$ cat config.mk
export PLATFORM = sky130hd
export DESIGN_NAME = karatsuba_combine
export DESIGN_NICKNAME = d
export VERILOG_FILES = /design/src/rtl/karatsuba_pkg.sv /design/src/rtl/add3to2.sv /design/src/rtl/addcpred.sv /design/src/rtl/karatsuba_mid_sub.sv /design/src/rtl/karatsuba_combine.sv
export SDC_FILE = /design/constraint.sdc
export NUM_CORES = 1
export LEC_CHECK = 0
export BUFFER_PORTS_ARGS = -buffer_cell sky130_fd_sc_hd__buf_2
export CORE_MARGIN = 3
export CORE_UTILIZATION = 40
export DETAILED_ROUTE_END_ITERATION = 7
export PLACE_DENSITY = 0.59
export SYNTH_ARGS = -nofsm -noshare
export SYNTH_HDL_FRONTEND = slang
export SYNTH_SLANG_ARGS = --single-unit
$ cat constraint.sdc
create_clock -name clk -period 3.9 [get_ports clk]
set_input_delay 0.585 -clock clk [delete_from_list [all_inputs] [get_ports clk]]
set_output_delay 0.585 -clock clk [all_outputs]
set_load 0.05 [all_outputs]
$ cat src/rtl/karatsuba_pkg.sv
// Shared width helpers and the default-width stage-1 register bundle for the
// Karatsuba recombination levels.
package karatsuba_pkg;

  localparam int KC_WIDTH_DEF = 64;
  localparam int KC_TAG_W_DEF = 8;

  function automatic int half_w(input int width);
    return width / 2;
  endfunction

  function automatic int prod_w(input int h);
    return 2 * h;
  endfunction

  function automatic int sum_prod_w(input int h);
    return 2 * h + 2;
  endfunction

  localparam int KC_H_DEF  = half_w(KC_WIDTH_DEF);
  localparam int KC_PW_DEF = prod_w(KC_H_DEF);
  localparam int KC_SW_DEF = sum_prod_w(KC_H_DEF);

  typedef struct packed {
    logic                    v;
    logic                    err;
    logic [KC_TAG_W_DEF-1:0] tag;
    logic [KC_SW_DEF-1:0]    mid;
    logic [KC_PW_DEF-1:0]    z0;
    logic [KC_PW_DEF-1:0]    z2;
  } kc_s1_t;

endpackage

$ cat src/rtl/add3to2.sv
// Carry-save 3:2 compressor; ci fills the vacated LSB of the shifted carry vector.
module add3to2 #(
  parameter int W = 64
) (
  input  logic [W-1:0] a,
  input  logic [W-1:0] b,
  input  logic [W-1:0] c,
  input  logic         ci,
  output logic [W-1:0] s,
  output logic [W-1:0] cy
);

  assign s  = a ^ b ^ c;
  assign cy = {(a[W-2:0] & b[W-2:0]) | (a[W-2:0] & c[W-2:0]) | (b[W-2:0] & c[W-2:0]), ci};

endmodule

$ cat src/rtl/addcpred.sv
// Carry-propagate adder, result mod 2^W. Above THRES bits the upper part is
// computed for both incoming carries and selected by the lower carry.
module addcpred #(
  parameter int W     = 64,
  parameter int THRES = 80
) (
  input  logic [W-1:0] a,
  input  logic [W-1:0] b,
  input  logic         cin,
  output logic [W-1:0] s
);

  if (W <= THRES) begin : g_flat
    assign s = a + b + W'(cin);
  end else begin : g_split
    localparam int HW = W - THRES;
    logic [THRES:0]  lo;
    logic [HW-1:0]   hi0;
    logic [HW-1:0]   hi1;

    assign lo  = {1'b0, a[THRES-1:0]} + {1'b0, b[THRES-1:0]} + (THRES+1)'(cin);
    assign hi0 = a[W-1:THRES] + b[W-1:THRES];
    assign hi1 = hi0 + HW'(1);
    assign s   = {lo[THRES] ? hi1 : hi0, lo[THRES-1:0]};
  end

endmodule

$ cat src/rtl/karatsuba_mid_sub.sv
// Combinational mid = z1 - z0 - z2 with a borrow flag that is set when z0 + z2 > z1.
module karatsuba_mid_sub #(
  parameter int H         = 32,
  parameter int CPA_THRES = 80
) (
  input  logic [2*H-1:0] z0,
  input  logic [2*H-1:0] z2,
  input  logic [2*H+1:0] z1,
  output logic [2*H+1:0] mid,
  output logic           borrow
);

  localparam int DW = 2 * H + 3;

  logic [DW-1:0] z1_e;
  logic [DW-1:0] z0_n;
  logic [DW-1:0] z2_n;
  logic [DW-1:0] s;
  logic [DW-1:0] cy;
  logic [DW-1:0] diff;

  assign z1_e = {1'b0, z1};
  assign z0_n = ~{3'b000, z0};
  assign z2_n = ~{3'b000, z2};

  // The two +1s that complete both two's complements enter via ci and cin.
  add3to2 #(.W(DW)) u_csa (
    .a  (z1_e),
    .b  (z0_n),
    .c  (z2_n),
    .ci (1'b1),
    .s  (s),
    .cy (cy)
  );

  addcpred #(.W(DW), .THRES(CPA_THRES)) u_cpa (
    .a   (s),
    .b   (cy),
    .cin (1'b1),
    .s   (diff)
  );

  assign mid    = diff[2*H+1:0];
  assign borrow = diff[DW-1];

endmodule

$ cat src/rtl/karatsuba_combine.sv
// Karatsuba recombination: c = {z2,z0} + ((z1 - z0 - z2) << H), two-stage pipeline.
module karatsuba_combine
  import karatsuba_pkg::*;
#(
  parameter int WIDTH     = 64,
  parameter int TAG_W     = 8,
  parameter int CPA_THRES = 80
) (
  input  logic                             clk,
  input  logic                             rst,
  input  logic                             in_valid,
  input  logic [TAG_W-1:0]                 in_tag,
  input  logic [prod_w(half_w(WIDTH))-1:0] z0,
  input  logic [prod_w(half_w(WIDTH))-1:0] z2,
  input  logic [sum_prod_w(half_w(WIDTH))-1:0] z1,
  output logic                             out_valid,
  output logic [TAG_W-1:0]                 out_tag,
  output logic [2*WIDTH-1:0]               c,
  output logic                             out_err
);

  localparam int H  = half_w(WIDTH);
  localparam int PW = prod_w(H);
  localparam int SW = sum_prod_w(H);
  localparam int CW = 2 * WIDTH;

  typedef struct packed {
    logic             v;
    logic             err;
    logic [TAG_W-1:0] tag;
    logic [SW-1:0]    mid;
    logic [PW-1:0]    z0;
    logic [PW-1:0]    z2;
  } s1_t;

  // Handshake: valid-only, no ready. An item is taken on every edge where
  // in_valid=1 and leaves with out_valid=1 two edges later; nothing can stall.
  s1_t           s1;
  logic [SW-1:0] mid_c;
  logic          err_c;
  logic [CW-1:0] lo;
  logic [CW-1:0] mid_sh;
  logic [CW-1:0] sum;

  karatsuba_mid_sub #(.H(H), .CPA_THRES(CPA_THRES)) u_mid (
    .z0     (z0),
    .z2     (z2),
    .z1     (z1),
    .mid    (mid_c),
    .borrow (err_c)
  );

  always_ff @(posedge clk) begin
    if (rst) begin
      s1 <= '0;
    end else begin
      s1.v <= in_valid;
      if (in_valid) begin
        s1.err <= err_c;
        s1.tag <= in_tag;
        s1.mid <= mid_c;
        s1.z0  <= z0;
        s1.z2  <= z2;
      end
    end
  end

  assign lo     = {s1.z2, s1.z0};
  assign mid_sh = CW'(s1.mid) << H;

  addcpred #(.W(CW), .THRES(CPA_THRES)) u_final (
    .a   (lo),
    .b   (mid_sh),
    .cin (1'b0),
    .s   (sum)
  );

  always_ff @(posedge clk) begin
    if (rst) begin
      out_valid <= 1'b0;
      out_tag   <= '0;
      c         <= '0;
      out_err   <= 1'b0;
    end else begin
      out_valid <= s1.v;
      if (s1.v) begin
        out_tag <= s1.tag;
        if (s1.err) begin
          c       <= '0;
          out_err <= 1'b1;
        end else begin
          c       <= sum;
          out_err <= 1'b0;
        end
      end
    end
  end

endmodule
== Yosys cells after proc, flatten, opt, wreduce, memory -nomap -nowiden ==
Index checks and enable logic that the tools add are counted.

* Flip-flop bits (word level): 342
* Bits of input ports: 205
* Output and inout port bits: 138
* Word-level logic and storage cells: 27

* Add/sub/neg operators: 5
* Muxes and demuxes: 3
* Bitwise gates (word level): 9

{| class="wikitable"
|+ Operators by type and width
! cell !! count
|-
| AND 66 bit || 3
|-
| NOT 64 -> 67 bit || 2
|-
| bitwise OR 66 bit || 2
|-
| two-way mux 128 bit || 1
|-
| adder 80 x 80 -> 81 bit || 1
|-
| adder 67 x 1 -> 67 bit (second input constant) || 1
|-
| adder 67 bit || 1
|-
| bitwise XOR 66 x 67 -> 67 bit || 1
|-
| bitwise XOR 67 bit || 1
|-
| adder 48 x 1 -> 48 bit (second input constant) || 1
|-
| adder 48 x 18 -> 48 bit || 1
|-
| two-way mux 48 bit || 1
|-
| two-way mux 1 bit || 1
|}

== Depth between registers and ports, before layout ==
Gate-level depths: netlist of run 1.

* Depth in word-level cells: 6
* Gate-level depth with buffers: 17
* Depth with buffers taken out: 17

== Modules after synthesis ==
Synthesis of run 1 repeated with hierarchy kept, for this count alone.

* Cell total of the unflattened synthesis: 3317
* Area, all modules: 27391.3 um2

{| class="wikitable"
|+ By module, submodules not included
! module !! instances !! cells an instance !! area an instance (um2) !! seq. area each (um2)
|-
| karatsuba_combine || 1 || 1258 || 12848.6 || 6846.6
|-
| addcpred at u_final || 1 || 1327 || 8973.6 || 0.0
|-
| addcpred at u_mid.u_cpa || 1 || 534 || 3728.6 || 0.0
|-
| add3to2 || 1 || 68 || 1352.5 || 0.0
|-
| karatsuba_mid_sub || 1 || 130 || 488.0 || 0.0
|}

== Worst setup path after synthesis of run 1 ==
No wires, ideal clock.

* Path type: input-to-reg
* From: in z0[1]
* To: reg s1 (netlist bit mid_sh[95])
* Setup time: 0.062 ns
* Arrival time: 3.846 ns
* Required time: 3.838 ns
* Slack: -0.008 ns
* Stages: 17
* Buffers on the path: 0
* Path through: inv_1 fa_1 inv_1 ha_1 inv_1 fa_1 a211oi_1 o211ai_1 nand4_1 a21oi_1 nor2_1 o31a_1 o21a_1 o21ai_1 a21oi_1 or4_1 nand3_1

* Cells in the longest elaborated chain, start to end: 6
* Elaborated cells between the ends (all ways): 9
* Classes of those cells: 2 x add/sub; 7 x bitwise

{| class="wikitable"
|+ Ends and longest elaborated chain
! item !! RTL line !! RTL
|-
| start, declared || karatsuba_combine.sv:13 || <nowiki>input logic [prod_w(half_w(WIDTH))-1:0] z0,</nowiki>
|-
| NOT 64 -> 67 bit * || karatsuba_mid_sub.sv:23 || <nowiki>assign z0_n = ~{3'b000, z0};</nowiki>
|-
| AND 66 bit || add3to2.sv:14 || <nowiki>assign cy = {(a[W-2:0] & b[W-2:0]) | (a[W-2:0] & c[W-2:0]) | (b[W-2:0] & c[W-2:0]), ci};</nowiki>
|-
| bitwise OR 66 bit (2 in a row) || add3to2.sv:14 ||
|-
| adder 67 bit * || addcpred.sv:14 || <nowiki>assign s = a + b + W'(cin);</nowiki>
|-
| adder 67 x 1 -> 67 bit * || addcpred.sv:14 ||
|-
| end, declared || karatsuba_combine.sv:38 || <nowiki>s1_t s1;</nowiki>
|}

Every way passes the cells marked *; elsewhere a longest branch is shown, timed or not.
A chain may end at the register's enable or synchronous reset.

== Worst setup path in the final report of run 1 ==
* From: reg s1 (netlist bit mid_sh[80])
* To: reg c[125]

* Cells in the longest elaborated chain, start to end: 4

{| class="wikitable"
|+ Ends and longest elaborated chain
! item !! RTL line !! RTL
|-
| adder 48 x 18 -> 48 bit * || addcpred.sv:22 || <nowiki>assign hi0 = a[W-1:THRES] + b[W-1:THRES];</nowiki>
|-
| adder 48 x 1 -> 48 bit || addcpred.sv:23 || <nowiki>assign hi1 = hi0 + HW'(1);</nowiki>
|-
| two-way mux 48 bit * || addcpred.sv:24 || <nowiki>assign s = {lo[THRES] ? hi1 : hi0, lo[THRES-1:0]};</nowiki>
|-
| two-way mux 128 bit * || karatsuba_combine.sv:88 || <nowiki>if (s1.err) begin</nowiki>
|-
| end signal, assigned || karatsuba_combine.sv:92 || <nowiki>c <= sum;</nowiki>
|-
| end, declared || karatsuba_combine.sv:18 || <nowiki>output logic [2*WIDTH-1:0] c,</nowiki>
|}

Marks and branches as above.

==> out/metrics.yaml, run 1 <==
status: "complete, no violations"
yosys.cell_types.count: 91
p_per_area_nw_per_um2: 430.7
rows: 86
place_congestion: 0.9234
synthToLayoutAreaGrowth_pct: 27.66
tightest_slew_ns: 1.089
grt_pass1_wl_um: 125100
met2_usage_pct: 42.54
cp_data_required_time_ns: 4.34
crit_arrival_ns: 4.33
start_util_pct: 40.82
critPathKind: "reg -> reg"
fin_skew_ns: 0.02704
drive_gt1_share_pct: 24.77
antenna_found_initial: 10
path_max_fanout: 6
async_flop_share_pct: 0
synthFlopType: "dfxtp_1"
cts_inserted_buffers: 41
vias: 21690
register_area_sq_um: 6864
overflow: 0
p_leak_nw: 13.94
vdd_drop_max_mv: 0.3268
cts.sinks: 342
setup_tns_ns: 0
wl_um: 82340
drv_cap: 0
crit_path_start_kind: "flip-flop"
finalCritPeriodShare_pct: 99.64
yosys_warnings: 0
worst_setup_path_end_kind: "flip-flop"
grt_usage_pct: 26.76
reg2reg_slack_ns: 0.01
placed_area_sq_um: 27030
grt_max_degree: 100
synthesis.nets: 3139
avgViaCountPerCell: 5.326
port_buffers: 342
drcViolationCount: 0
setup_viol: 0
max_freq_mhz: 257.3
die_y_um: 244.3
place_inst: 3975
nNetsFinal: 3691
postSynthAreaPerCell_sq_um: 8.300
io_pins: 343
fin_ws_ns: 0.01408
synthesis.area_sq_um: 22710
fin_cells: 4073
ys_seq_area_share_pct: 30.15
grt_pass1_vias: 21120
ys_ff_latch: 342
synth-edff-count: 0
layout_min_cycle_time_ns: 3.886
root_buffer: "clkbuf_16"
first_pass_iters: 7
grt.busiest_layer: "met2"
design_area_sq_um: 28990
hold_path_class: "in -> reg"
cp_slowest_cell: "a2111o_1"
cts_tree: "done"
clkLatencyLatePin_ns: 0.59
holdWs_ns: 0.2389
cts_max_path_buffers: 3
hold_viol_final: 0
slowest_delay_ns: 0.42
synthCells: 2736
ant_nets: 0
die-width_um: 244.3
post_drt_wl_per_cell_um: 20.22
grt_setup_unrepaired: "yes"
die_area_sq_um: 59670
h-tree-depth: 2
finalMaxSlewViolations: 0
coreArea_sq_um: 55630
drtIter0Drc: 1586
clk_pin_slew_ns: 0.07
n_fill_cell: 5411
crit_chain: "ha_4 -> buf_4 -> a211o_1 -> a2111o_1 -> buf_4 -> a21oi_4 -> buf_12 -> a21oi_4 -> or3_4 -> a22oi_2 -> nand4b_4 -> nor4b_4 -> buf_6 -> nand4_1 -> xnor2_2 -> o21ai_1"
multi_input_area_sq_um: 15170
grt_use_met3_pct: 3.673
dp_hpwl_um: 66420
slew_headroom_pct: 27.26
pre_cts_slack_ns: -0.5954
grtUsageMet1_pct: 37.82
## critical path, delay by kind of cell, from the launching register on
kind / cells / cell delay (ns)
compound gates: 6 / 1.28
simple gates: 4 / 1.05
buf+inv: 4 / 0.62
flops: 1 / 0.34
xor+xnor: 1 / 0.25
fa+ha+maj: 1 / 0.18
## logic make-up after synthesis
family | Yosys count | synth area share [%]
AOI/OAI and AO/OA | 644 | 18.20
xor gates and xnor gates | 169 | 6.518
adders and majority gates | 198 | 13.12
buffers and inverters | 308 | 5.157
DFF | 342 | 30.15
muxes | 179 | 7.901
and+or+nand+nor | 896 | 18.95
## report_power, final
part           total, mW  switching [mW]  internal (mW)
clock network       3.76            1.61           2.15
logic               4.63            2.66           1.96
registers           4.10           0.308           3.79
## synth_stat cells (all sizes together), types with 10 or more instances
master / instances / area (sq um)
a211oi: 25 / 192.7
a21o: 90 / 675.7
a21oi: 233 / 1177
a31oi: 11 / 68.82
and2: 20 / 125.1
and3: 19 / 118.9
buf: 26 / 111.4
clkbuf: 109 / 410.4
dfxtp: 342 / 6847
fa: 67 / 1341
ha: 131 / 1639
inv: 172 / 645.6
mux2i: 177 / 1772
nand2: 162 / 608.1
nand2b: 17 / 106.4
nand3: 58 / 290.3
nand4: 50 / 325.3
nor2: 374 / 1406
nor2b: 97 / 606.8
nor3: 37 / 222.7
o211ai: 11 / 87.58
o21a: 18 / 136.4
o21ai: 127 / 639.4
o21bai: 22 / 165.2
o31ai: 13 / 97.59
or3: 10 / 62.56
xnor2: 107 / 937.2
xor2: 62 / 543.0
## repair_timing
action	4_1_cts	5_1_grt
gates cloned	0	1
setup buffers	13	5
gates resized for setup	36	68
pin swaps	23	31
setup endpoints to repair	31	48
hold buffers	0	0
## per-layer routing
layer / vias up / share of wire (%) / wire length, um
li1: 10640 / - / -
met1: 10360 / 46 / 38140
met2: 585 / 45 / 36990
met3: 104 / 6.0 / 4938
met4: 2 / 2.7 / 2263
met5: - / 0.0085 / 7
## cell usage in the layout, fill, tap and decap left out, types with 16 or more instances in the layout
cell type,n
a211oi_1,18
a21o_1,89
a21oi_1,226
and2_1,20
and3_1,18
buf_2,340
buf_4,294
clkbuf_16,41
dfxtp_1,334
fa_1,66
ha_1,124
inv_1,172
mux2i_1,177
nand2_1,161
nand2b_1,17
nand3_1,56
nand4_1,48
nor2_1,371
nor2b_1,95
nor3_1,29
o21a_1,16
o21ai_0,99
o21ai_1,25
o21bai_1,22
xnor2_1,94
xor2_1,61
## per-stage QoR
stage	util, %	power [mW]
after floorplan	-	6.819
after global placement	48.59	8.559
after detailed placement	48.59	8.602
after CTS	51.41	12.46
after global routing	52.10	13.15
final	52.11	12.49
## state kept, by name, summed over array words and instances (netlist names)
signal,cells
c,128
lo,128
mid_sh,66
s1,10
out_tag,8
out_err,1
out_valid,1
## path summary, 6_finish.rpt
check | startpoint | end | cells after the start
hold reg to reg | c[124] | c[124] | 2
hold / removal | in_tag[4] | s1[198] | 3
setup reg to reg | mid_sh[80] | c[125] | 16
setup / recovery | mid_sh[80] | c[125] | 16
## layout make-up
type | count | area share (%)
clock inverters | 15 | 0.4661
repair buffers | 644 | 13.98
diodes | 11 | 0.09495
multi-input cells | 2086 | 52.33
clock buffers | 54 | 3.984
inverters | 173 | 2.240
flip-flops and latches | 342 | 23.68
well taps | 748 | 3.228
No activity file was read; power rests on OpenSTA's default activity.
==> run 2: changes to the inputs <==
==> constraint.sdc (replaced) <==
create_clock -name clk -period 3.9 [get_ports clk]
set_input_delay 0.78 -clock clk [delete_from_list [all_inputs] [get_ports clk]]
set_output_delay 0.78 -clock clk [all_outputs]
set_load 0.05 [all_outputs]
==> run 2 against run 1 <==
Net effect:
- clock power rose by 17%
- flip-flop and latch count did not move
- utilization rose by 1.1 points
- worst hold slack improved by 0.20 ns
- non-clock buffer count rose by 43
- sequential power barely moved
- critical path type unchanged
- largest cell class unchanged
- largest power group unchanged
==> out/metrics.yaml, run 2 (same netlist as run 1, synthesis figures left out) <==
port_buffers: 342  # unchanged
place_congestion: 0.9293  # +0.64%
first_pass_iters: 5  # -2
reg2reg_slack_ns: 0.11  # +0.10 ns
vdd_drop_max_mv: 0.3415  # +4.5%
cp_common_cell: "buf_4"
fin_ws_ns: 0.1127  # +0.09860 ns
power_frac_seq_pct: 31.0  # -1.8 points
p_int_mw: 8.546  # +8.1%
cts.sinks: 342  # unchanged
fin_skew_ns: 0.01897  # -0.008071 ns
hold_path_depth: 2  # -1
drcViolationCount: 0  # unchanged
drv_cap: 0  # unchanged
die_area_sq_um: 59670  # unchanged
status: "complete, no violations"
setup_tns_ns: 0  # unchanged
power.share.clock_pct: 33.2  # +3.1 points
grt_setup_unrepaired: "yes"
cts_tree: "done"
finalMaxSlewViolations: 0  # unchanged
hold_path_class: "reg -> reg"
die_y_um: 244.3  # unchanged
post_drt_wl_per_cell_um: 20.06  # -0.77%
p_leak_nw: 14.25  # +2.2%
cp_top_family: "compound AO/OA/AOI/OAI gates"
p_sw_mw: 4.694  # +2.4%
grt_max_degree: 181  # +81%
layout_min_cycle_time_ns: 3.787  # -0.09860 ns
fin_cells: 4124  # +1.3%
r2r_cells: 15  # -1
p_per_area_nw_per_um2: 446.9  # +3.8%
finalCritPeriodShare_pct: 97.11  # -2.5 points
worst_setup_path_end_kind: "flip-flop"
register_area_sq_um: 6869  # about the same
grt_use_met3_pct: 3.849  # +0.18 points
grt_pass1_wl_um: 125400  # +0.21%
clkLatencyLatePin_ns: 0.59  # about the same
setup_viol: 0  # unchanged
max_freq_mhz: 264.0  # +2.6%
crit_chain: "buf_4 -> ha_1 -> a21o_1 -> a21oi_1 -> o21bai_1 -> a22oi_2 -> nor3_2 -> o31ai_1 -> a21oi_1 -> a221oi_1 -> buf_4 -> o31ai_1 -> xnor2_1 -> buf_4 -> o21ai_0"
crit_arrival_ns: 4.24  # -0.09 ns
rows: 86  # unchanged
drtIter0Drc: 1413  # -11%
mostFrequentLayoutCells: "nor2_1 (371), buf_2 (340), buf_4 (338), dfxtp_1 (332), a21oi_1 (226)"
crit_path_start_kind: "flip-flop"
die-width_um: 244.3  # unchanged
grt.busiest_layer: "met2"
layout_commonest_cell: "nor2_1"
dp_hpwl_um: 66340  # -0.12%
nNetsFinal: 3736  # +1.2%
path_max_fanout: 3  # -3
critPathKind: "reg -> reg"
wl_um: 82730  # +0.47%
grt_usage_pct: 26.81  # +0.056 points
root_buffer: "clkbuf_16"
cts_max_path_buffers: 3  # unchanged
synthToLayoutAreaGrowth_pct: 30.44
met2_usage_pct: 43.39  # +0.85 points
r2r_end: "c[77]"
holdWs_ns: 0.4433  # +0.2044 ns
pre_cts_slack_ns: -0.6408  # -0.04542 ns
coreArea_sq_um: 55630  # unchanged
tightest_slew_ns: 1.053  # -0.03563 ns
regToRegStartpoint: "lo[33]"
slew_headroom_pct: 29.80  # +2.5 points
slowest_delay_ns: 0.50  # +0.08 ns
crit_start: "lo[33]"
place_inst: 4024  # +1.2%
antenna_found_initial: 11  # +1
drive_gt1_share_pct: 25.93  # +1.2 points
ant_nets: 0  # unchanged
grtUsageMet1_pct: 37.63  # -0.19 points
comb_power_share_pct: 35.9  # -1.2 points
start_util_pct: 40.82  # unchanged
multi_input_area_sq_um: 15200  # +0.22%
avgViaCountPerCell: 5.293  # -0.62%
cp_slowest_cell: "dfxtp_1"
cp_num_buf_inv: 3  # -1
min_to: "c[112]"
p_sw_share_pct: 35.45  # -1.2 points
hold_viol_final: 0  # unchanged
overflow: 0  # unchanged
cp_data_required_time_ns: 4.36  # +0.02 ns
h-tree-depth: 2  # unchanged
cts_inserted_buffers: 43  # +4.9%
clk_pin_slew_ns: 0.06  # about the same
vias: 21830  # +0.63%
n_fill_cell: 5343  # -1.3%
grt_pass1_vias: 21340  # +1.1%
io_pins: 343  # unchanged
hold_start: "c[112]"
-- run 2: cell types whose count changed in the layout (fill, tap and decap cells not counted), sizes merged --
cell	delta
buf	+43
bufinv	+6
clkbuf	+3
clkinv	+2
clkinvlp	-1
diode	-2
-- run 2: metal layers --
| layer | routed length [um] | vias up |
|---|---|---|
| met5 | 7 | - |
| met4 | 1973 | 2 |
| met3 | 4473 | 100 |
| met2 | 37430 | 615 |
| met1 | 38850 | 10410 |
| li1 | - | 10700 |
-- run 2: power groups by stage --
stage	Combinational, mW	Sequential [mW]	Clock, mW
CTS	4.63	4.08	4.49
global placement	4.53	4.15	0
detailed placement	4.56	4.15	0
finish	4.75	4.10	4.39
floorplan	2.58	4.24	0
global route	5.16	4.12	4.63
-- run 2: worst max path at each step --
stage / endpoint / slack, ns / cells after the start
global route: mid_sh[93] / -0.08 / 19
detailed placement: mid_sh[90] / -0.64 / 16
finish: c[77] / 0.11 / 15
CTS: c[76] / 0.005 / 16
global placement: mid_sh[97] / -0.50 / 19
floorplan: mid_sh[95] / -0.0001 / 17
-- run 2: area by class of cell --
cell class | count | share of cell area [%]
Clock buffer | 57 | 4.148
Clock inverter | 22 | 1.149
Multi-Input combinational cell | 2086 | 51.32
Tap cell | 748 | 3.159
Sequential cell | 342 | 23.19
Inverter | 173 | 2.192
Timing Repair Buffer | 687 | 14.76
Antenna cell | 9 | 0.07603
-- run 2: timing repair --
item / in CTS / in global routing
pin swaps: 18 / 39
endpoints found under the setup margin: 34 / 49
resized for setup: 29 / 71
hold buffers: 0 / 0
buffers inserted: 6 / 7
-- run 2: through the flow --
step	power [mW]	area (sq um)	util, %
final	13.24	29620	53.25
after global routing	13.92	29620	53.24
after CTS	13.20	29190	52.47
after detailed placement	8.714	27420	49.28
after global placement	8.678	27420	49.28
after floorplan	6.824	22730	-
-- run 2: worst reg2reg max path, cell delays in order, from the launching register on --
cell	delay, ns
dfxtp_1	0.50
buf_4	0.22
ha_1	0.24
a21o_1	0.17
a21oi_1	0.23
o21bai_1	0.14
a22oi_2	0.28
nor3_2	0.13
o31ai_1	0.37
a21oi_1	0.25
a221oi_1	0.31
buf_4	0.18
o31ai_1	0.09
xnor2_1	0.31
buf_4	0.19
o21ai_0	0.06
